==> src/rtl/wb_arbiter.sv <==
// Writeback arbiter for the register file's single write port: in-order execute
// results versus buffered out-of-order memory responses, with an anti-starvation age.
module wb_arbiter #(
    parameter int DATAW        = 32,
    parameter int ADDRW        = 6,
    parameter int DEPTH        = 4,
    parameter int STARVE_LIMIT = 8
) (
    input  logic             clk,
    input  logic             rst,
    input  logic             ex_valid,
    output logic             ex_ready,
    input  logic [ADDRW-1:0] ex_rd,
    input  logic [DATAW-1:0] ex_data,
    input  logic             mem_valid,
    output logic             mem_ready,
    input  logic [ADDRW-1:0] mem_rd,
    input  logic [DATAW-1:0] mem_data,
    output logic             we3,
    output logic [ADDRW-1:0] a3,
    output logic [DATAW-1:0] wd3,
    output logic             port_a_busy,
    input  logic [ADDRW-1:0] q1,
    input  logic [ADDRW-1:0] q2,
    output logic             q1_pend,
    output logic             q2_pend
);

    localparam int PW = $clog2(DEPTH);
    localparam int CW = PW + 1;
    localparam int AW = $clog2(STARVE_LIMIT + 1);

    logic [ADDRW-1:0] rd_mem_q   [DEPTH];
    logic [ADDRW-1:0] rd_mem_d   [DEPTH];
    logic [DATAW-1:0] data_mem_q [DEPTH];
    logic [DATAW-1:0] data_mem_d [DEPTH];
    logic [DEPTH-1:0] valid_q, valid_d;
    logic [PW-1:0]    wr_ptr_q, wr_ptr_d;
    logic [PW-1:0]    rd_ptr_q, rd_ptr_d;
    logic [CW-1:0]    count_q, count_d;
    logic [AW-1:0]    age_q, age_d;

    logic full_s, empty_s, starve_s, push_s, pop_s, ex_take_s;
    logic p1_s, p2_s;

    // Grant, FIFO bookkeeping, age counter and write-port outputs.
    always_comb begin
        rd_mem_d   = rd_mem_q;
        data_mem_d = data_mem_q;
        valid_d    = valid_q;
        wr_ptr_d   = wr_ptr_q;
        rd_ptr_d   = rd_ptr_q;
        count_d    = count_q;
        age_d      = age_q;
        we3        = 1'b0;
        a3         = {ADDRW{1'b0}};
        wd3        = {DATAW{1'b0}};

        full_s    = (count_q == CW'(DEPTH));
        empty_s   = (count_q == {CW{1'b0}});
        starve_s  = (age_q >= AW'(STARVE_LIMIT));
        mem_ready = ~rst & ~full_s;
        ex_ready  = ~rst & ~starve_s;
        push_s    = mem_valid & mem_ready;
        ex_take_s = ex_valid & ex_ready;

        // Starvation always implies a non-empty FIFO, since age only grows while occupied.
        if (rst) begin
            pop_s = 1'b0;
        end else if (starve_s) begin
            pop_s = 1'b1;
        end else if (ex_valid) begin
            pop_s = 1'b0;
        end else begin
            pop_s = ~empty_s;
        end

        if (pop_s) begin
            we3 = (rd_mem_q[rd_ptr_q] != {ADDRW{1'b0}});
            a3  = rd_mem_q[rd_ptr_q];
            wd3 = data_mem_q[rd_ptr_q];
        end else if (ex_take_s) begin
            we3 = (ex_rd != {ADDRW{1'b0}});
            a3  = ex_rd;
            wd3 = ex_data;
        end else begin
            we3 = 1'b0;
        end

        if (push_s) begin
            rd_mem_d[wr_ptr_q]   = mem_rd;
            data_mem_d[wr_ptr_q] = mem_data;
            valid_d[wr_ptr_q]    = 1'b1;
            wr_ptr_d             = wr_ptr_q + PW'(1);
        end else begin
            wr_ptr_d = wr_ptr_q;
        end

        if (pop_s) begin
            valid_d[rd_ptr_q] = 1'b0;
            rd_ptr_d          = rd_ptr_q + PW'(1);
        end else begin
            rd_ptr_d = rd_ptr_q;
        end

        case ({push_s, pop_s})
            2'b10:   count_d = count_q + CW'(1);
            2'b01:   count_d = count_q - CW'(1);
            default: count_d = count_q;
        endcase

        if (pop_s || empty_s) begin
            age_d = {AW{1'b0}};
        end else if (age_q < AW'(STARVE_LIMIT)) begin
            age_d = age_q + AW'(1);
        end else begin
            age_d = age_q;
        end
    end

    assign port_a_busy = we3;

    // Hazard flags look only at registered contents; the entry being popped still counts.
    always_comb begin
        p1_s = 1'b0;
        p2_s = 1'b0;
        for (int i = 0; i < DEPTH; i++) begin
            if (valid_q[i] && (rd_mem_q[i] == q1)) begin
                p1_s = 1'b1;
            end else begin
                p1_s = p1_s;
            end
            if (valid_q[i] && (rd_mem_q[i] == q2)) begin
                p2_s = 1'b1;
            end else begin
                p2_s = p2_s;
            end
        end
        q1_pend = ~rst & p1_s & (q1 != {ADDRW{1'b0}});
        q2_pend = ~rst & p2_s & (q2 != {ADDRW{1'b0}});
    end

    // State registers with synchronous reset; buffered entries are discarded on reset.
    always_ff @(posedge clk) begin
        if (rst) begin
            valid_q  <= {DEPTH{1'b0}};
            wr_ptr_q <= {PW{1'b0}};
            rd_ptr_q <= {PW{1'b0}};
            count_q  <= {CW{1'b0}};
            age_q    <= {AW{1'b0}};
            for (int i = 0; i < DEPTH; i++) begin
                rd_mem_q[i]   <= {ADDRW{1'b0}};
                data_mem_q[i] <= {DATAW{1'b0}};
            end
        end else begin
            valid_q    <= valid_d;
            wr_ptr_q   <= wr_ptr_d;
            rd_ptr_q   <= rd_ptr_d;
            count_q    <= count_d;
            age_q      <= age_d;
            rd_mem_q   <= rd_mem_d;
            data_mem_q <= data_mem_d;
        end
    end

endmodule

==> config.mk <==
export PLATFORM = sky130hd
export DESIGN_NAME = wb_arbiter
export DESIGN_NICKNAME = d
export VERILOG_FILES = /design/src/rtl/wb_arbiter.sv
export SDC_FILE = /design/constraint.sdc
export NUM_CORES = 1
export LEC_CHECK = 0
export ABC_AREA = 0
export BUFFER_PORTS_ARGS = -buffer_cell sky130_fd_sc_hd__buf_2
export CAP_MARGIN = 30
export CORE_UTILIZATION = 55
export DETAILED_ROUTE_END_ITERATION = 8
export PLACE_DENSITY = 0.89
export SLEW_MARGIN = 20
export SYNTH_ARGS = -nofsm -noshare
export SYNTH_HDL_FRONTEND = slang
export SYNTH_SLANG_ARGS = --single-unit
==> constraint.sdc <==
create_clock -name clk -period 6.8 [get_ports clk]
set_input_delay 1.02 -clock clk [delete_from_list [all_inputs] [get_ports clk]]
set_output_delay 1.02 -clock clk [all_outputs]
set_load 0.05 [all_outputs]
; ---- Yosys cells after proc, flatten, opt, wreduce, memory -nomap -nowiden
; Index checks and enable logic that the tools add are counted.
[totals]
register_bits = 167
latchBits = 0
ramBits = 0
romBits = 0
output_inout_bits = 44
elab_cells = 110
n_memories = 0
[op_classes]
addsub = 5
multipliers = 0
div_mod_pow = 0
n_lt_le_gt_ge = 9
n_eq_ne = 11
shift = 0
n_mux = 36
bitwise = 17
reduce_logical = 19
[op_table]
columns = op, count
row1 = $mux W32, 5
row2 = $bwmux W128, 1
row3 = $bmux W32 S2, 1
row4 = $demux W32 S2, 1
row5 = $eq A6 B6 Y1, 8
row6 = $mux W6, 5
row7 = $bwmux W24, 1
row8 = $reduce_bool A6 Y1, 4
row9 = $mux W1, 15
row10 = $bmux W6 S2, 1
row11 = $demux W6 S2, 1
row12 = $logic_and A1 B1 Y1, 11
row13 = $and A1 B1 Y1, 8
row14 = $mux W4, 2
row15 = $ge A3 B3 Y1 const B, 2
row16 = $lt A2 B3 Y1 const B, 2
row17 = $not A2 Y3, 2
row18 = $pmux W3 S2, 1
row19 = $add A2 B1 Y2 const B, 2
row20 = $add A4 B1 Y4 const B, 1
row21 = $and A4 B4 Y4, 1
row22 = $demux W1 S2, 2
row23 = $ge A2 B1 Y1 const B, 2
row24 = $ge A4 B4 Y1 const B, 1
row25 = other kinds (14), 17

; ---- Longest topological paths before layout
; Gate-level depths: netlist (run 1).
[logic_depth]
ltp_word = 8
depth_mapped = 10
depth_no_buf = 9

; ---- Worst setup path before layout (run 1)
; OpenSTA, ideal clock, no wires.
[synth_path]
kind = input to output
startpoint = input rst
endpoint = output we3
arrival_time_ns = 3.246
t_required_ns = 5.780
path_slack_ns = 2.534
path_stages = 8
n_path_buf = 4
path_cell_list = clkbuf_1 -> nor2_1 -> and2_1 -> clkbuf_1 -> clkbuf_1 -> o31ai_1 -> nand2_1 -> buf_4
[synth_between]
elab_chain_cells = 5
[synth_lines]
columns = element, line_no
row1 = "start, declared", 10  ; input logic rst,
row2 = $not A1 Y1, 63  ; ex_ready = ~rst & ~starve_s;
row3 = $and A1 B1 Y1, 63
row4 = via ex_ready, 12  ; output logic ex_ready,
row5 = $and A1 B1 Y1, 65  ; ex_take_s = ex_valid & ex_ready;
row6 = $mux W1, 82  ; end else if (ex_take_s) begin
row7 = $mux W1, 78  ; if (pop_s) begin
row8 = "end, declared", 19  ; output logic we3,
; The timed path passes the listed nets, and every way through them passes these cells.

; ---- Worst setup path in the final report (run 1)
[layout_path]
startpoint = register rd_ptr_q[1]
endpoint = output port_a_busy
[layout_between]
elab_chain_cells = 6
[layout_lines]
columns = element, line_no
row1 = "start, declared", 39  ; logic [PW-1:0] rd_ptr_q, rd_ptr_d;
row2 = "start signal, assigned", 148  ; rd_ptr_q <= {PW{1'b0}};
row3 = "start signal, assigned", 158  ; rd_ptr_q <= rd_ptr_d;
row4 = $not A2 Y3 (implied by the code), 79  ; we3 = (rd_mem_q[rd_ptr_q] != {ADDRW{1'b0}});
row5 = $bmux W6 S2, 79
row6 = $mux W6 (implied by the code) (2 in a row), 79
row7 = $reduce_bool A6 Y1, 79
row8 = $mux W1, 78
row9 = "end, declared", 22  ; output logic port_a_busy,
; Every way passes these cells. The select of a mux whose other input is x is not followed.

==> qor.csv, run 1 <==
stage;metric;value;unit
run_status;status;complete, no violations;
layout;most frequent cells in the layout;310 x nand2_1, 165 x dfxtp_1, 156 x a21oi_1;
floorplan;die height;122;um
setup_path;critical path's largest stage delay;710;ps
sta;Setup Skew;11.6;ps
clock_tree;clk_lat worst skew;430;ps
detailed_routing;Routed Antenna Nets;0;
logic_synthesis;syn_area_per_cell;8.48;um2
sta;Achievable Freq;250;MHz
pwr;total power draw;0.00231;W
setup_path;Worst EP required;5780;ps
logic_synthesis;largest family of logic cells by synthesized area;simple AND/OR/NAND/NOR gates;
worst_hold_path;Hold Path Class;reg2reg;
place;gp weighted congestion;0.965;
layout;layout cell share with drive strength beyond 1;21.4;%
clock_tree;root buf cell;clkbuf_16;
worst_hold_path;Hold Path Origin;data_mem_q[44]$_SDFFE_PP0P_;
setup_path;worst-path maximum fanout;21;
layout;most common cell after layout, fill and taps aside;nand2_1;
logic_synthesis;number of flops mapped to enable cells by yosys;0;
sta;RSZ-0062 raised after global routing;no;
setup_path;kind of critical path;reg2out;
job;max cap viols;0;
setup_path;worst-path cell chain;buf_4 > mux4_2 > or4_1 > o31ai_2 > nand2_1 > buf_2;
setup_path;R2R depth;10;
detailed_routing;total number of vias;6977;
logic_synthesis;Synth async-reset ratio;0;%
sta;Fin. Hold Viols;0;
global_routing;largest net degree at the start of global routing;101;
clock_tree;Setup Fix Bufs, Post-CTS;0;
logic_synthesis;compound-cell area share of the yosys netlist;15.1;%
place;detailed-placement wirelength estimate;12.6;mm
logic_synthesis;mux contribution to synthesized area;11.1;%
worst_hold_path;Hold Path Depth;2;
setup_path;slowest CP cell;dfxtp_2;
sta;Worst-Margin Slew;949;ps
global_routing;Total Routing Usage GR;28.1;%
sta;Rel. slew slack;36.8;%
logic_synthesis;Synth Register Bits;167;
sta;setup violators final;0;
clock_tree;Worst-path clk slew;60;ps
logic_synthesis;Post-Synthesis Cells;934;
clock_tree;Num Clock Sinks;167;
detailed_routing;WL final;20.5;mm
pwr;peak supply drop;0.186;mV
floorplan;Initial Util;56.6;%
sta;fin crit period;4000;ps
clock_tree;post-cts gate resize count;0;
clock_tree;cts hold-fix bufs;0;
global_routing;first-pass GRT wire length;32.2;mm
worst_hold_path;Worst Hold Endpoint;data_mem_q[44]$_SDFFE_PP0P_;
pwr;power per cell area;252;nW/um2
pwr;cell leakage power;3.38;nW
logic_synthesis;Seq/Total Area, Yosys;42.2;%
logic_synthesis;Post-Syn Area;7920;um2
setup_path;reg2reg start;count_q[2]$_SDFFE_PP0P_;
clock_tree;H-tree depth;4;
floorplan;Rows;43;
floorplan;Core ar.;14000;um2
floorplan;Die X;122;um
logic_synthesis;Post-Synth Simple-Gate Area;18.3;%
detailed_routing;wire per inst;16.9;um
sta;Tcrit/Tclk final;58.9;%
logic_synthesis;Yosys warnings;0;
clock_tree;Inserted Clock Buffers;17;
clock_tree;Bufs on Longest Clock Path;2;
setup_path;type of element capturing the critical path;primary output;
global_routing;vias in the first global route;6564;
floorplan;I/O pin cnt;136;
global_routing;Overflow after GRT;0;
setup_path;worst reg2reg setup slack;3640;ps
detailed_routing;vias per cell;5.77;
detailed_routing;DR iter-0 viols;657;
global_routing;antenna violations before repair;2;
logic_synthesis;XOR/XNOR Fraction of Synth Area;5.97;%
logic_synthesis;Synth Flop Type;dfxtp_1;
setup_path;CP Data Arrival Time;2980;ps
floorplan;die area;14900;um2
setup_path;r2r endpoint;count_q[2]$_SDFFE_PP0P_;
logic_synthesis;Synth Area in Adders;1.99;%
clock_tree;TritonCTS clock tree;built;
setup_path;CP Launch Type;register;
sta;hold slack;453;ps
detailed_routing;DRC Markers;0;
place;Port-buffer cells;135;
detailed_routing;drt pass-1 iters;5;
logic_synthesis;Distinct cells, synth;33;
layout;Area Overhead vs Synth;15.7;%
layout;Nets;1119;
sta;Slew Limit Fails;0;
logic_synthesis;Post-Synthesis Net Count;1038;
sta;Final TNS setup;0;ps
synth_stat cells, drive strengths merged (2+ instances only):
| cell type | count | area [um2] |
|---|---|---|
| a211oi | 5 | 37.5 |
| a21oi | 156 | 781 |
| a22o | 38 | 333 |
| and2 | 5 | 31.3 |
| buf | 32 | 185 |
| clkbuf | 51 | 191 |
| dfxtp | 167 | 3340 |
| ha | 11 | 138 |
| inv | 11 | 41.3 |
| mux4 | 38 | 867 |
| nand2 | 310 | 1160 |
| nand4 | 8 | 50.1 |
| nor2 | 17 | 63.8 |
| nor2b | 2 | 12.5 |
| nor3 | 5 | 25.0 |
| nor4 | 10 | 62.6 |
| o31ai | 3 | 27.5 |
| or4 | 4 | 30.0 |
| xnor2 | 27 | 236 |
| xor2 | 27 | 236 |
critical path: cells and delay by family, from the launching register on:
family	cells	cell delay, ps
DFF	1	710
buffers and inverters	2	630
and+or+nand+nor	2	630
AOI/OAI and AO/OA	1	180
muxes	1	400
cells by family after synthesis:
group           Yosys count
mux                      39
fa+ha+maj                12
flops                   167
xor+xnor                 54
buf+inv                  94
simple gates            363
compound gates          205
where the power goes:
| part | leakage, nW | switching (W) | total (W) | internal [W] |
|---|---|---|---|---|
| Sequential | 1.35 | 0.0000301 | 0.00104 | 0.00101 |
| Clock | 0.277 | 0.000403 | 0.000945 | 0.000543 |
| Combinational | 1.75 | 0.000200 | 0.000323 | 0.000123 |
| Total | 3.38 | 0.000633 | 0.00231 | 0.00167 |
sequential cells by signal, summed over array words and instances (netlist names):
name / count
rd_ptr_q: 2
data_mem_q: 128
valid_q: 4
wr_ptr_q: 2
rd_mem_q: 24
age_q: 4
count_q: 3
metrics by stage:
step                      setup WS (ps)  util [%]  area, um2  instances
after detailed placement           2680      60.9       8520       1174
final                              2800      65.5       9160       1210
after floorplan                    2530         -       7920        934
after global placement             2730      60.9       8520       1174
after global routing               2700      65.4       9160       1208
after CTS                          2680      65.1       9100       1206
layer usage:
metal	vias up	global-route usage (%)	part of all wire, %
met4	0	7.79	0.98
met1	3328	35.1	41
met5	-	0	0
li1	3336	-	-
met3	21	6.04	7.6
met2	292	48.7	51
final cells by class:
class | count | area (um2)
well taps | 180 | 225
fillers | 1198 | 4830
flip-flops and latches | 167 | 3350
repair buffers | 145 | 793
inverters | 11 | 41.3
multi-input cells | 673 | 4170
clock buffers | 18 | 429
diodes | 2 | 5.00
clock inverters | 14 | 150
how the worst max path moves through the flow:
| stage | slack (ps) | start | end |
|---|---|---|---|
| floorplan | 2530 | rst | we3 |
| global placement | 2730 | ex_valid | port_a_busy |
| detailed placement | 2680 | ex_valid | we3 |
| CTS | 2680 | ex_valid | we3 |
| global route | 2700 | rd_ptr_q[0]$_SDFFE_PP0N_ | port_a_busy |
| finish | 2800 | rd_ptr_q[1]$_SDFFE_PP0N_ | port_a_busy |
Note: power is estimated with default switching activity, not from simulation.
==> run 2, diff against run 1 <==
clock period = 3.95 ns   (was 6.8 ns; I/O delays follow)
==> run 2 against run 1 <==
- flip-flop and latch count did not move
- sequential share of layout area fell by 0.18 points
- combinational power rose by 71%
- cell area rose by 0.49%
- worst setup slack got worse by 2300 ps
- critical path depth did not move
- core utilization rose by 0.32 points
- wire length fell by 0.62%
- largest power group unchanged
==> qor.csv, run 2 (synthesis gave the netlist of run 1 again) <==
stage;metric;value;unit;change
run_status;status;complete, no violations;;unchanged
detailed_routing;Routed Antenna Nets;0;;unchanged
job;max cap viols;0;;unchanged
global_routing;Overflow after GRT;0;;unchanged
layout;end-of-flow core utilization;65.8;%;was 65.5%
setup_path;slowest CP cell;nor2b_4;;was dfxtp_2
floorplan;die height;122;um;unchanged
clock_tree;cts hold-fix bufs;0;;unchanged
worst_hold_path;Hold Path Depth;3;;was 2
worst_hold_path;Hold Path Class;in2reg;;was reg2reg
detailed_routing;wire per inst;16.8;um;was 16.9 um
detailed_routing;vias per cell;5.81;;was 5.77
clock_tree;Setup Fix Bufs, Post-CTS;0;;unchanged
layout;largest reg by FF count;data_mem_q;;unchanged
sta;Rel. slew slack;36.4;%;was 36.8%
clock_tree;Worst-path clk slew;60;ps;about the same
detailed_routing;DRC Markers;0;;unchanged
setup_path;CP Launch Type;register;;unchanged
global_routing;largest net degree at the start of global routing;93;;was 101
clock_tree;post-cts gate resize count;0;;unchanged
sta;Achievable Freq;288;MHz;
pwr;power per cell area;439;nW/um2;was 252 nW/um2
global_routing;vias in the first global route;6307;;was 6,564
clock_tree;root buf cell;clkbuf_16;;unchanged
worst_hold_path;Hold Path Origin;mem_data[20];;was data_mem_q[44]$_SDFFE_PP0P_
pwr;cell leakage power;3.41;nW;was 3.38 nW
detailed_routing;total number of vias;7038;;was 6,977
setup_path;kind of critical path;reg2out;;unchanged
layout;Nets;1122;;was 1,119
sta;Tcrit/Tclk final;88.0;%;
setup_path;r2r endpoint;count_q[2]$_SDFFE_PP0P_;;unchanged
layout;layout cell share with drive strength beyond 1;21.5;%;was 21.4%
clock_tree;Inserted Clock Buffers;17;;unchanged
setup_path;worst-path cell chain;nor3_1 > o21bai_1 > nor2b_4 > buf_4 > a22o_1 > buf_2;;was buf_4 > mux4_2 > or4_1 > o31ai_2 > nand2_1 > buf_2
layout;Regs by FF count;data_mem_q x128, rd_mem_q x24;;unchanged
place;gp weighted congestion;0.926;;was 0.965
global_routing;antenna violations before repair;2;;unchanged
detailed_routing;drt pass-1 iters;6;;was 5
setup_path;worst reg2reg setup slack;910;ps;was 3640 ps
setup_path;type of element capturing the critical path;primary output;;unchanged
setup_path;R2R depth;9;;was 10
place;detailed-placement wirelength estimate;12.8;mm;was 12.6 mm
sta;Worst-Margin Slew;955;ps;was 949 ps
floorplan;Die X;122;um;unchanged
sta;Fin. Hold Viols;0;;unchanged
setup_path;family with the most delay on the worst path;simple AND/OR/NAND/NOR gates;;was flip-flops
floorplan;I/O pin cnt;136;;unchanged
setup_path;Worst EP required;3360;ps;was 5780 ps
pwr;peak supply drop;0.325;mV;was 0.186 mV
floorplan;Core ar.;14000;um2;unchanged
floorplan;Rows;43;;unchanged
setup_path;worst-path maximum fanout;21;;unchanged
detailed_routing;DR iter-0 viols;735;;was 657
layout;fillers;1114;;was 1,198
clock_tree;clk_lat worst skew;420;ps;was 430 ps
clock_tree;TritonCTS clock tree;built;;unchanged
pwr;total power draw;0.00404;W;was 0.00231 W
setup_path;worst path bufs/invs;2;;unchanged
clock_tree;H-tree depth;4;;unchanged
sta;fin crit period;3480;ps;
layout;most frequent cells in the layout;310 x nand2_1, 165 x dfxtp_1, 156 x a21oi_1;;unchanged
clock_tree;Bufs on Longest Clock Path;2;;unchanged
detailed_routing;WL final;20.3;mm;was 20.5 mm
sta;Final TNS setup;0;ps;unchanged
floorplan;die area;14900;um2;unchanged
setup_path;CP Data Arrival Time;2880;ps;was 2980 ps
layout;max FFs per register;128;;unchanged
floorplan;Initial Util;56.6;%;unchanged
global_routing;Total Routing Usage GR;28.3;%;was 28.1%
setup_path;reg2reg start;count_q[2]$_SDFFE_PP0P_;;unchanged
sta;RSZ-0062 raised after global routing;no;;unchanged
sta;setup violators final;0;;unchanged
global_routing;first-pass GRT wire length;32.2;mm;about the same
sta;Slew Limit Fails;0;;unchanged
clock_tree;Num Clock Sinks;167;;unchanged
layout;Area Overhead vs Synth;16.3;%;was 15.7%
worst_hold_path;Worst Hold Endpoint;data_mem_q[52]$_SDFFE_PP0P_;;was data_mem_q[44]$_SDFFE_PP0P_
sta;Setup Skew;7.38;ps;was 11.6 ps
layout;most common cell after layout, fill and taps aside;nand2_1;;unchanged
place;Port-buffer cells;135;;unchanged
setup_path;critical path's largest stage delay;630;ps;was 710 ps
-- run 2: per-stage QoR --
step / worst slack [ps] / cell area, um2 / hold slack, ps / std cells
after global placement: 790 / 8600 / 439 / 1179
after CTS: 478 / 9200 / 419 / 1211
final: 474 / 9210 / 436 / 1212
after global routing: 284 / 9200 / 428 / 1211
after detailed placement: 728 / 8600 / 444 / 1179
after floorplan: 539 / 7920 / 432 / 934
-- run 2: layout make-up --
type                            count  area, um2  area share (%)
Tap cell                          180        225            2.45
Antenna cell                        1       2.50          0.0272
Multi-Input combinational cell    673       4170            45.3
Clock inverter                     11        146            1.59
Timing Repair Buffer              148        813            8.84
Inverter                           11       41.3           0.449
Clock buffer                       21        460            5.00
Sequential cell                   167       3350            36.3
-- run 2: power breakdown --
part | leakage (nW) | switching [W] | internal, W
sequential | 1.35 | 0.0000547 | 0.00173
combinational | 1.77 | 0.000341 | 0.000212
clock | 0.294 | 0.000669 | 0.00103
total | 3.41 | 0.00106 | 0.00298
-- run 2: worst max path at each step --
stage	slack, ps	cells after the start	from	to
after floorplan	540	8	rst	we3
after global placement	790	6	ex_valid	wd3[3]
after detailed placement	730	6	ex_valid	wd3[25]
after CTS	480	5	rd_ptr_q[0]$_SDFFE_PP0N_	we3
after global routing	280	6	count_q[0]$_SDFFE_PP0P_	wd3[14]
final	470	6	count_q[2]$_SDFFE_PP0P_	wd3[25]
-- run 2: per-layer routing --
metal	part of all wire, %	vias up	track usage (%)
li1	-	3336	-
met1	42	3336	37.2
met2	49	330	45.9
met3	8.2	36	5.90
met4	1.7	0	10.4
met5	0	-	0
-- run 2: worst reg2reg max path: stages, from the launching register on --
cell      delay [ps]
dfxtp_1          400
nor3_1           100
o21bai_1         510
nor2b_4          630
ha_1             290
inv_1             60
fa_1             370
xor2_1           150
or3_1            310
a21oi_1          140
